**config.mk**
```make
export PLATFORM = sky130hd
export DESIGN_NAME = cfg_space_arbiter_flat
export DESIGN_NICKNAME = d
export VERILOG_FILES = /design/src/rtl/cfg_space_arbiter_pkg.sv /design/src/rtl/cfg_space_arbiter_if.sv /design/src/rtl/cfg_space_arbiter_rr_priority_sel.sv /design/src/rtl/cfg_space_arbiter.sv /design/src/flat_wrapper.sv
export SDC_FILE = /design/constraint.sdc
export NUM_CORES = 1
export LEC_CHECK = 0
export BUFFER_PORTS_ARGS = -buffer_cell sky130_fd_sc_hd__buf_4
export CAP_MARGIN = 10
export CORE_AREA = 8 8 132 134
export DETAILED_ROUTE_END_ITERATION = 8
export DIE_AREA = 0 0 140 142
export GPL_TIMING_DRIVEN = 0
export PLACE_DENSITY = 0.67
export SYNTH_ARGS = -nofsm -noshare
export SYNTH_HDL_FRONTEND = slang
export SYNTH_SLANG_ARGS = --single-unit
```
**constraint.sdc**
```tcl
create_clock -name PCLK -period 4.8 [get_ports PCLK]
set_input_delay 0.48 -clock PCLK [delete_from_list [all_inputs] [get_ports PCLK]]
set_output_delay 0.48 -clock PCLK [all_outputs]
set_load 0.1 [all_outputs]
```
**src/rtl/cfg_space_arbiter_pkg.sv**
```systemverilog
// rtl/cfg_space_arbiter_pkg.sv - shared state encoding and default sizes for the config-space arbiter
package cfg_space_arbiter_pkg;

    typedef enum logic [1:0] {
        ST_IDLE = 2'b00,
        ST_BUSY = 2'b01,
        ST_DONE = 2'b10
    } arb_state_t;

    localparam int DEF_NUM_REQ     = 4;
    localparam int DEF_TIMEOUT_CYC = 64;
    localparam int DEF_DATA_WD     = 32;
    localparam int DEF_ADDR_WD     = 16;

endpackage

```
**src/rtl/cfg_space_arbiter_if.sv**
```systemverilog
// rtl/cfg_space_arbiter_if.sv - requester and config-space bundle seen by the arbiter
interface cfg_space_arbiter_if
    import cfg_space_arbiter_pkg::*;
#(
    parameter int NUM_REQ = DEF_NUM_REQ,
    parameter int DATA_WD = DEF_DATA_WD,
    parameter int ADDR_WD = DEF_ADDR_WD
) ();
    logic [NUM_REQ-1:0]         APB_Request;
    logic [NUM_REQ*ADDR_WD-1:0] REQ_ADDR;
    logic [NUM_REQ*DATA_WD-1:0] REQ_DATA;
    logic [NUM_REQ*4-1:0]       REQ_STRB;
    logic [NUM_REQ-1:0]         REQ_WRITE;
    logic [NUM_REQ-1:0]         APB_Grant;

    logic                       CFG_Valid;
    logic [ADDR_WD-1:0]         CFG_ADDR;
    logic [DATA_WD-1:0]         CFG_DATA;
    logic [3:0]                 CFG_STRB;
    logic                       CFG_WRITE;
    logic                       CFG_ACK;
    logic                       CFG_RVALID;
    logic [DATA_WD-1:0]         CFG_RDATA;

    logic [NUM_REQ-1:0]         ConfigSp_ACKAPB;
    logic [NUM_REQ-1:0]         ConfigSp_APBValid;
    logic [DATA_WD-1:0]         ConfigSp_DATA;
    logic [NUM_REQ-1:0]         Timeout_ER;
    logic                       Arb_Busy;

    modport slave (
        input  APB_Request, REQ_ADDR, REQ_DATA, REQ_STRB, REQ_WRITE,
        input  CFG_ACK, CFG_RVALID, CFG_RDATA,
        output APB_Grant, CFG_Valid, CFG_ADDR, CFG_DATA, CFG_STRB, CFG_WRITE,
        output ConfigSp_ACKAPB, ConfigSp_APBValid, ConfigSp_DATA, Timeout_ER, Arb_Busy
    );

    modport master (
        output APB_Request, REQ_ADDR, REQ_DATA, REQ_STRB, REQ_WRITE,
        output CFG_ACK, CFG_RVALID, CFG_RDATA,
        input  APB_Grant, CFG_Valid, CFG_ADDR, CFG_DATA, CFG_STRB, CFG_WRITE,
        input  ConfigSp_ACKAPB, ConfigSp_APBValid, ConfigSp_DATA, Timeout_ER, Arb_Busy
    );
endinterface

```
**src/rtl/cfg_space_arbiter_rr_priority_sel.sv**
```systemverilog
// rtl/cfg_space_arbiter_rr_priority_sel.sv - combinational round-robin pick starting after the last winner
module rr_priority_sel
    import cfg_space_arbiter_pkg::*;
#(
    parameter int NUM_REQ = DEF_NUM_REQ,
    parameter int IDX_WD  = (NUM_REQ > 1) ? $clog2(NUM_REQ) : 1
) (
    input  logic [NUM_REQ-1:0] req,
    input  logic [IDX_WD-1:0]  last_winner,
    output logic [NUM_REQ-1:0] sel,
    output logic [IDX_WD-1:0]  sel_idx
);
    logic found;

    // Offset k=1 is the highest priority slot, k=NUM_REQ is the last winner itself.
    always_comb begin
        sel     = '0;
        sel_idx = '0;
        found   = 1'b0;
        for (int k = 1; k <= NUM_REQ; k++) begin
            for (int i = 0; i < NUM_REQ; i++) begin
                if (!found && req[i] && (((int'(last_winner) + k) % NUM_REQ) == i)) begin
                    found   = 1'b1;
                    sel[i]  = 1'b1;
                    sel_idx = IDX_WD'(i);
                end
            end
        end
    end
endmodule

```
**src/rtl/cfg_space_arbiter.sv**
```systemverilog
// rtl/cfg_space_arbiter.sv - shares one configuration space between NUM_REQ requesters with timeout abort
module cfg_space_arbiter
    import cfg_space_arbiter_pkg::*;
#(
    parameter int NUM_REQ     = DEF_NUM_REQ,
    parameter int DATA_WD     = DEF_DATA_WD,
    parameter int ADDR_WD     = DEF_ADDR_WD,
    parameter int TIMEOUT_CYC = DEF_TIMEOUT_CYC
) (
    input logic                PCLK,
    input logic                PRESET,
    cfg_space_arbiter_if.slave bus
);
    localparam int IDX_WD = (NUM_REQ > 1) ? $clog2(NUM_REQ) : 1;
    localparam int CNT_WD = (TIMEOUT_CYC > 1) ? $clog2(TIMEOUT_CYC) : 1;
    localparam logic [CNT_WD-1:0] CNT_LAST = CNT_WD'(TIMEOUT_CYC - 1);

    arb_state_t state, state_nxt;

    logic [NUM_REQ-1:0] pick_oh, win_oh;
    logic [IDX_WD-1:0]  pick_idx, win_idx, last_idx;
    logic [CNT_WD-1:0]  cnt;
    logic [ADDR_WD-1:0] pick_addr, cap_addr;
    logic [DATA_WD-1:0] pick_data, cap_data, rdata_q;
    logic [3:0]         pick_strb, cap_strb;
    logic               pick_write, cap_write;
    logic               acked, rd_hit, timed_out;
    logic               ack_now, tmo_now, rd_now;

    rr_priority_sel #(.NUM_REQ(NUM_REQ), .IDX_WD(IDX_WD)) u_sel (
        .req         (bus.APB_Request),
        .last_winner (last_idx),
        .sel         (pick_oh),
        .sel_idx     (pick_idx)
    );

    always_comb begin
        pick_addr  = '0;
        pick_data  = '0;
        pick_strb  = '0;
        pick_write = 1'b0;
        for (int i = 0; i < NUM_REQ; i++) begin
            if (pick_oh[i]) begin
                pick_addr  = bus.REQ_ADDR[i*ADDR_WD +: ADDR_WD];
                pick_data  = bus.REQ_DATA[i*DATA_WD +: DATA_WD];
                pick_strb  = bus.REQ_STRB[i*4 +: 4];
                pick_write = bus.REQ_WRITE[i];
            end
        end
    end

    always_ff @(posedge PCLK) begin
        if (PRESET) state <= ST_IDLE;
        else        state <= state_nxt;
    end

    // ACK has priority over a timeout landing in the same cycle.
    always_comb begin
        ack_now   = (state == ST_BUSY) && bus.CFG_ACK;
        tmo_now   = (state == ST_BUSY) && !bus.CFG_ACK && (cnt == CNT_LAST);
        rd_now    = ack_now && !cap_write && bus.CFG_RVALID;
        state_nxt = state;
        case (state)
            ST_IDLE: if (|bus.APB_Request) state_nxt = ST_BUSY;
            ST_BUSY: if (ack_now || tmo_now) state_nxt = ST_DONE;
            ST_DONE: state_nxt = ST_IDLE;
            default: state_nxt = ST_IDLE;
        endcase

        bus.APB_Grant         = (state == ST_BUSY) ? win_oh : '0;
        bus.CFG_Valid         = (state == ST_BUSY);
        bus.CFG_ADDR          = cap_addr;
        bus.CFG_DATA          = cap_data;
        bus.CFG_STRB          = cap_strb;
        bus.CFG_WRITE         = cap_write;
        bus.ConfigSp_ACKAPB   = (state == ST_DONE && acked)     ? win_oh : '0;
        bus.ConfigSp_APBValid = (state == ST_DONE && rd_hit)    ? win_oh : '0;
        bus.Timeout_ER        = (state == ST_DONE && timed_out) ? win_oh : '0;
        bus.ConfigSp_DATA     = rdata_q;
        bus.Arb_Busy          = (state != ST_IDLE);
    end

    always_ff @(posedge PCLK) begin
        if (PRESET) begin
            win_oh    <= '0;
            win_idx   <= '0;
            last_idx  <= IDX_WD'(NUM_REQ - 1);
            cnt       <= '0;
            cap_addr  <= '0;
            cap_data  <= '0;
            cap_strb  <= '0;
            cap_write <= 1'b0;
            acked     <= 1'b0;
            rd_hit    <= 1'b0;
            timed_out <= 1'b0;
            rdata_q   <= '0;
        end else begin
            case (state)
                ST_IDLE: begin
                    if (|bus.APB_Request) begin
                        win_oh    <= pick_oh;
                        win_idx   <= pick_idx;
                        cap_addr  <= pick_addr;
                        cap_data  <= pick_data;
                        cap_strb  <= pick_strb;
                        cap_write <= pick_write;
                    end
                end
                ST_BUSY: begin
                    if (cnt != CNT_LAST) cnt <= cnt + 1'b1;
                    acked     <= ack_now;
                    rd_hit    <= rd_now;
                    timed_out <= tmo_now;
                    if (rd_now) rdata_q <= bus.CFG_RDATA;
                end
                ST_DONE: begin
                    last_idx  <= win_idx;
                    cnt       <= '0;
                    acked     <= 1'b0;
                    rd_hit    <= 1'b0;
                    timed_out <= 1'b0;
                end
                default: ;
            endcase
        end
    end
endmodule

```
**src/flat_wrapper.sv**
```systemverilog
// flat-port wrapper written by rule: the top's interface ports become plain ports
module cfg_space_arbiter_flat import cfg_space_arbiter_pkg::*;
#(
    parameter int NUM_REQ     = DEF_NUM_REQ,
    parameter int DATA_WD     = DEF_DATA_WD,
    parameter int ADDR_WD     = DEF_ADDR_WD,
    parameter int TIMEOUT_CYC = DEF_TIMEOUT_CYC
)
  (PCLK, PRESET, bus_APB_Request, bus_REQ_ADDR, bus_REQ_DATA, bus_REQ_STRB, bus_REQ_WRITE, bus_CFG_ACK, bus_CFG_RVALID, bus_CFG_RDATA, bus_APB_Grant, bus_CFG_Valid, bus_CFG_ADDR, bus_CFG_DATA, bus_CFG_STRB, bus_CFG_WRITE, bus_ConfigSp_ACKAPB, bus_ConfigSp_APBValid, bus_ConfigSp_DATA, bus_Timeout_ER, bus_Arb_Busy);
  cfg_space_arbiter_if #(.NUM_REQ(NUM_REQ), .DATA_WD(DATA_WD), .ADDR_WD(ADDR_WD)) bus_i ();
  input logic PCLK;
  input logic PRESET;
  input wire logic [$bits(bus_i.APB_Request)-1:0] bus_APB_Request;
  input wire logic [$bits(bus_i.REQ_ADDR)-1:0] bus_REQ_ADDR;
  input wire logic [$bits(bus_i.REQ_DATA)-1:0] bus_REQ_DATA;
  input wire logic [$bits(bus_i.REQ_STRB)-1:0] bus_REQ_STRB;
  input wire logic [$bits(bus_i.REQ_WRITE)-1:0] bus_REQ_WRITE;
  input wire logic [$bits(bus_i.CFG_ACK)-1:0] bus_CFG_ACK;
  input wire logic [$bits(bus_i.CFG_RVALID)-1:0] bus_CFG_RVALID;
  input wire logic [$bits(bus_i.CFG_RDATA)-1:0] bus_CFG_RDATA;
  output wire logic [$bits(bus_i.APB_Grant)-1:0] bus_APB_Grant;
  output wire logic [$bits(bus_i.CFG_Valid)-1:0] bus_CFG_Valid;
  output wire logic [$bits(bus_i.CFG_ADDR)-1:0] bus_CFG_ADDR;
  output wire logic [$bits(bus_i.CFG_DATA)-1:0] bus_CFG_DATA;
  output wire logic [$bits(bus_i.CFG_STRB)-1:0] bus_CFG_STRB;
  output wire logic [$bits(bus_i.CFG_WRITE)-1:0] bus_CFG_WRITE;
  output wire logic [$bits(bus_i.ConfigSp_ACKAPB)-1:0] bus_ConfigSp_ACKAPB;
  output wire logic [$bits(bus_i.ConfigSp_APBValid)-1:0] bus_ConfigSp_APBValid;
  output wire logic [$bits(bus_i.ConfigSp_DATA)-1:0] bus_ConfigSp_DATA;
  output wire logic [$bits(bus_i.Timeout_ER)-1:0] bus_Timeout_ER;
  output wire logic [$bits(bus_i.Arb_Busy)-1:0] bus_Arb_Busy;
  assign bus_i.APB_Request = bus_APB_Request;
  assign bus_i.REQ_ADDR = bus_REQ_ADDR;
  assign bus_i.REQ_DATA = bus_REQ_DATA;
  assign bus_i.REQ_STRB = bus_REQ_STRB;
  assign bus_i.REQ_WRITE = bus_REQ_WRITE;
  assign bus_i.CFG_ACK = bus_CFG_ACK;
  assign bus_i.CFG_RVALID = bus_CFG_RVALID;
  assign bus_i.CFG_RDATA = bus_CFG_RDATA;
  assign bus_APB_Grant = bus_i.APB_Grant;
  assign bus_CFG_Valid = bus_i.CFG_Valid;
  assign bus_CFG_ADDR = bus_i.CFG_ADDR;
  assign bus_CFG_DATA = bus_i.CFG_DATA;
  assign bus_CFG_STRB = bus_i.CFG_STRB;
  assign bus_CFG_WRITE = bus_i.CFG_WRITE;
  assign bus_ConfigSp_ACKAPB = bus_i.ConfigSp_ACKAPB;
  assign bus_ConfigSp_APBValid = bus_i.ConfigSp_APBValid;
  assign bus_ConfigSp_DATA = bus_i.ConfigSp_DATA;
  assign bus_Timeout_ER = bus_i.Timeout_ER;
  assign bus_Arb_Busy = bus_i.Arb_Busy;
  cfg_space_arbiter #(.NUM_REQ(NUM_REQ), .DATA_WD(DATA_WD), .ADDR_WD(ADDR_WD), .TIMEOUT_CYC(TIMEOUT_CYC)) u_core (.PCLK(PCLK), .PRESET(PRESET), .bus(bus_i));
endmodule
```
==> metrics.yaml, run 1 <==
clk_path_buf_depth: 2
syn_area_um2: 5052
gp_congestion: 0.8716
clockRootBuffer: "clkbuf_16"
power.share.switching_pct: 44.38
comb_power_share_pct: 43.5
fillers: 1522
synthMuxAreaShare_pct: 0.3962
clock_latency_ps: 350
ys_async_sr_fraction_pct: 0
ios: 355
ys_ff_latch: 104
synth_compound_area_share_pct: 34.52
synth_flop_cell: "dfxtp_1"
p_seq_share_pct: 32.5
cpMaxStageDelayCell: "clkbuf_1"
ant_nets: 0
period_share_pct: 56.82
holdWs_ps: 364.8
numPortBuffers: 352
grt_pass1_wl_um: 37320
hp-class: "input pin to flop"
seq_area_um2: 2082
die_y_um: 142
power_switching_mw: 1.383
rr_worst_depth: 7
synth_top_area_cell: "dfxtp_1"
period_needed_ps: 2727
cp.depth: 6
arrival_ps: 2250
cpPeakStageDelay_ps: 410
power_mw: 3.116
place_inst: 1143
grt_max_degree: 20
synth_commonest_cells: "dfxtp_1 (104), nand2_1 (81), nor2_1 (67)"
grt_setup_unrepaired: "no"
post-route-util_pct: 53.37
relSlewSlack_pct: 39.98
max_clock_freq_mhz: 366.7
status: "complete, no violations"
core_um2: 15420
fin_area_um2: 8232
routed_via_density: 5.455
setup_viol: 0
setup_ws_ps: 2073
ys_warn_count: 0
cts_tree: "done"
post_cts_buffers: 0
ir_drop_mv: 0.1897
vias: 6322
cts.sinks: 104
drc_errors: 0
maxSlewViolCount: 0
r2r_slack_ps: 2380
hold_viol_final: 0
die_area_um2: 19880
cts_buffers: 9
path_delay_family: "buffers and inverters"
drive_gt1_share_pct: 40.02
first_pass_iters: 5
end_kind: "output pin"
path_max_fanout: 10
wl_per_cell_um: 21.37
synthCells: 599
htree_levels: 3
synth_most_common_cell: "dfxtp_1"
p_leak_nw: 3.562
yosysUniqueCellTypes: 46
synth-simple-area-share_pct: 16.15
dp.final_hpwl_um: 19960
synth-xor-area-share_pct: 0.3467
crit_type: "flop to output pin"
synth_edf_count: 0
num_rows: 46
synthAdderAreaFrac_pct: 0.9906
post-place-ws_ps: 2337
tightestPinTransition_ps: 894.9
p_int_mw: 1.733
grt-ovfl-total: 0
drt-total-wl_um: 24770
final.setup_skew_ps: 9.253
drtIter0Drc: 389
cts_resized: 0
cp_data_required_time_ps: 4320
dieWidth_um: 140
cp_cell_sequence: "inv_1 -> ha_1 -> clkbuf_1 -> clkbuf_1 -> and3_1 -> buf_4"
synth-seq-area-share_pct: 41.21
synthTopCellsByArea: "dfxtp_1 (41%), a221oi_1 (9.2%), o32ai_1 (9.0%)"
p_per_area_nw_per_um2: 378.5
synth_nets: 855
cp.buffers_inverters: 4
postCtsHoldBufs: 0
clk_pin_slew_ps: 80
maxCapViolations: 0
startpoint_type: "flop"
fin_setup_tns_ps: 0
nNetsFinal: 1218
grt_pass1_vias: 6503
dpl_cell_area_um2: 7935
synth_top_family_by_area: "compound AO/OA/AOI/OAI gates"
track_usage_pct: 24.09
antenna_found_initial: 0
avgSynthCellArea_um2: 8.435
p_clk_share_pct: 24.0
yosysTopAreaCellShare_pct: 41.21
crit_path_frequent_cell: "clkbuf_1"
stdcell_count: 1159
antenna_cells: 0
multi_input_area_um2: 2648
min_path_cells: 3
start_util_pct: 32.75
area_growth_pct: 62.93
==> power groups by stage <==
stage          Clock, mW  Sequential, mW  Combinational [mW]
2_1_floorplan          0            1.59               0.367
3_3_place_gp           0            1.03                1.35
3_5_place_dp           0            1.03                1.36
4_1_cts            0.767            1.01                1.36
5_1_grt            0.799            1.02                1.42
6_report           0.748            1.01                1.36
==> placed cells by master (no fill, tap or decap), types with 3 or more instances in the layout <==
master	instances
a221oi_1	53
buf_4	353
a22oi_1	53
buf_6	6
and3_1	13
buf_2	6
nor2_1	67
o211ai_1	3
clkbuf_16	9
dfxtp_1	104
and2_1	6
clkbuf_1	52
nand2_1	81
o21ai_0	4
nor3_1	5
nand2b_1	3
inv_1	5
ha_1	4
a21oi_1	47
o32ai_1	52
==> flip-flops by register name (all words and copies together) (netlist names) <==
signal	count
u_core.bus.CFG_DATA	32
u_core.timed_out	1
u_core.last_idx	2
u_core.state	2
u_core.win_idx	2
u_core.bus.CFG_WRITE	1
u_core.bus.CFG_ADDR	16
u_core.cnt	6
u_core.bus.CFG_STRB	4
u_core.win_oh	4
u_core.rd_hit	1
u_core.bus.ConfigSp_DATA	32
u_core.acked	1
==> routing by layer <==
layer	GRT usage, %	part of all wire, %	vias to the layer above
met3	8.621	9.5	42
met5	0	0	-
met4	10.00	3.1	0
li1	-	-	3023
met2	39.67	48	290
met1	27.98	40	2967
==> logic make-up (layout without fill, tap and decap cells) <==
logic type / after synthesis / count (layout)
AOI/OAI and AO/OA: 228 / 228
xor gates and xnor gates: 2 / 2
adders and majority gates: 4 / 4
buffers and inverters: 71 / 439
DFF: 104 / 104
muxes: 2 / 2
and+or+nand+nor: 188 / 188
==> path summary, 6_finish.rpt <==
| check | startpoint | end |
|---|---|---|
| hold reg to reg | u_core.bus.ConfigSp_DATA[27] | u_core.bus.ConfigSp_DATA[27] |
| hold / removal | bus_CFG_RDATA[14] | u_core.bus.ConfigSp_DATA[14] |
| setup / recovery | u_core.state[0] | bus_Timeout_ER[3] |
| setup reg to reg | u_core.state[1] | u_core.bus.CFG_ADDR[13] |
==> layout make-up <==
class                      instances  share of cell area [%]
tap                              192                   2.918
timing repair buffer             352                   32.10
inverter                           6                  0.2736
clock buffer                      10                   2.903
sequential                       104                   25.29
multi-input combinational        424                   32.16
buffer                            65                   3.648
clock inverter                     6                  0.6992
==> tightest hold or removal path, cell delays in order <==
cell and delay, ps:
buf_4 110, nand2_1 50, a21oi_1 50
(Power assumes the default switching activity.)
==> run 2, diff against run 1 <==
Settings changed: ABC_AREA set to 1, CORE_AREA 8 8 132 134 to unset, CORE_MARGIN set to 8, CORE_UTILIZATION set to 40, DIE_AREA 0 0 140 142 to unset, PLACE_DENSITY 0.67 to 0.77.
Clock period 4.8 ns to 2.3 ns, I/O delays scaled along.
==> run 2 against run 1 <==
Via count is 19% higher. Die area is 3.3% lower. Total power grew to 2.6 times the previous value. Largest power group unchanged. Global-route usage is 1.5 points higher. Highest routed layer unchanged.
==> metrics.yaml, run 2 <==
period_share_pct: 99.72
dp.final_hpwl_um: 20110
syn_area_um2: 6021
ios: 355
ys_async_sr_fraction_pct: 0
layout_common_cells: "buf_4 (375), nand2_1 (328), dfxtp_1 (102), nor2_1 (87), nand3_1 (82)"
fillers: 1389
numPortBuffers: 354
synth_top_area_cell: "dfxtp_1"
antenna_cells: 0
cp_cell_sequence: "nor2_4 -> nand2_2 -> nand2_2 -> nor2_4 -> nand4_4 -> nor2_4 -> buf_4 -> buf_4 -> nand4_1 -> nand3_1 -> inv_1 -> nand2_4 -> buf_4 -> buf_4 -> nand2_1 -> nand3_1 -> nand2_1 -> a21oi_1"
synth_commonest_cells: "nand2_1 (351), nand3_1 (111), dfxtp_1 (104)"
gp_congestion: 0.9102
synth_nets: 1220
path_max_fanout: 7
maxSlewViolCount: 0
ant_nets: 0
drt-total-wl_um: 25770
htree_levels: 3
tightestPinTransition_ps: 735.8
end_kind: "flop"
cts.sinks: 104
vias: 7550
cpMaxStageDelayCell: "dfxtp_4"
clockRootBuffer: "clkbuf_16"
hold_viol_final: 0
maxCapViolations: 0
cp_data_required_time_ps: 2570
setup_viol: 0
ys_ff_latch: 104
avgSynthCellArea_um2: 6.246
cts_buffers: 9
drc_errors: 0
ir_drop_mv: 0.4375
p_per_area_nw_per_um2: 829.6
track_usage_pct: 25.60
p_leak_nw: 5.064
synth-seq-area-share_pct: 34.58
synthTopCellsByArea: "dfxtp_1 (35%), nand2_1 (22%), nand3_1 (9.2%)"
clk_path_buf_depth: 2
drtIter0Drc: 492
area_growth_pct: 62.32
yosysUniqueCellTypes: 33
synth_flop_cell: "dfxtp_1"
die_area_um2: 19230
postCtsHoldBufs: 0
core_um2: 14980
antenna_found_initial: 0
arrival_ps: 2570
num_rows: 45
grt-ovfl-total: 0
dieWidth_um: 138.7
period_needed_ps: 2294
routed_via_density: 4.909
startpoint_type: "flop"
drive_gt1_share_pct: 40.96
grt_pass1_vias: 7489
wl_per_cell_um: 16.76
max_clock_freq_mhz: 436.0
synth_most_common_cell: "nand2_1"
die_y_um: 138.7
yosysTopAreaCellShare_pct: 34.58
crit_path_frequent_cell: "buf_4"
first_pass_iters: 5
layout_commonest_cell: "buf_4"
grt_pass1_wl_um: 39810
grt_max_degree: 21
cts_tree: "done"
status: "complete, no violations"
power_mw: 8.108
ys_warn_count: 0
hp-class: "input pin to flop"
synth_edf_count: 0
start_util_pct: 40.20
grt_setup_unrepaired: "yes"
crit_type: "flop to flop"
clk_pin_slew_ps: 80
final.setup_skew_ps: 13.60
nNetsFinal: 1601
cpPeakStageDelay_ps: 430
post-route-util_pct: 65.25
clock_latency_ps: 360
relSlewSlack_pct: 50.95
synthCells: 964
[run 2: cell types whose count changed after synthesis, sizes merged, moves of 52 or more]
cell / delta
a221oi: -52
a22oi: -53
inv: +89
nand2: +276
nand3: +115
o32ai: -54
[run 2: kinds of logic after synthesis]
group | synth area share [%]
AO/OA/AOI/OAI | 12.01
XOR/XNOR | 0.1455
adder cells (fa/ha/maj) | 0.8313
buffers and inverters | 11.03
flip-flops | 34.58
AND/OR/NAND/NOR | 41.40
[run 2: layout make-up]
type                            instances  area (µm²)  area share, %
Buffer                                 53       346.6          3.546
Clock inverter                          7       70.07         0.7169
Inverter                               96       362.8          3.713
Sequential cell                       104        2090          21.38
Clock buffer                            9       225.2          2.304
Timing Repair Buffer                  372        2826          28.92
Tap cell                              188       235.2          2.407
Multi-Input combinational cell        709        3617          37.01
[run 2: what timing repair did]
item	in CTS	in global routing
setup endpoints to repair	84	89
buffers inserted	9	7
pin swaps	7	15
cloned	2	1
resized for setup	29	85
endpoints found under the hold margin	0	0
[run 2: power breakdown]
group / leakage, nW / internal, mW / total (mW) / switching [mW]
combinational: 4.06 / 1.26 / 4.35 / 3.09
sequential: 0.852 / 2.05 / 2.21 / 0.155
clock: 0.147 / 0.769 / 1.55 / 0.778
total: 5.06 / 4.08 / 8.11 / 4.03
[run 2: per-stage QoR]
stage / hold WS [ps] / setup TNS [ps] / std cells / instance area [µm²] / setup slack (ps)
after floorplan: 364.9 / -784.3 / 964 / 6023 / -69.18
after global placement: 450.9 / -7579 / 1506 / 8916 / -197.7
after detailed placement: 456.4 / -11350 / 1506 / 8916 / -258.4
after CTS: 84.97 / -12.92 / 1533 / 9409 / -11.95
after global routing: 93.46 / -5797 / 1538 / 9773 / -161.6
final: 94.74 / 0 / 1538 / 9773 / 6.450
[run 2: routing by layer]
layer  vias up  wire length (µm)  GRT usage [%]
met2       293             12810          44.19
li1       3799                 -              -
met5         -                 0              0
met3        71              1674          6.093
met1      3387             10090          28.83
met4         0              1207          13.52
[run 2: worst paths after layout]
check                           from                            to  slack (ps)  cells after the start
setup / recovery  u_core.last_idx[0]        u_core.bus.CFG_ADDR[5]           6                     18
hold / removal     bus_CFG_RDATA[12]  u_core.bus.ConfigSp_DATA[12]          90                      3
setup reg to reg  u_core.last_idx[0]        u_core.bus.CFG_ADDR[5]           6                     18
hold reg to reg         u_core.acked                  u_core.acked         470                      2
[run 2: critical path: cells and delay by family (launching register included)]
kind | cells | cell delay (ps)
flops | 1 | 430
simple gates | 12 | 1100
buf+inv | 5 | 580
compound gates | 1 | 120
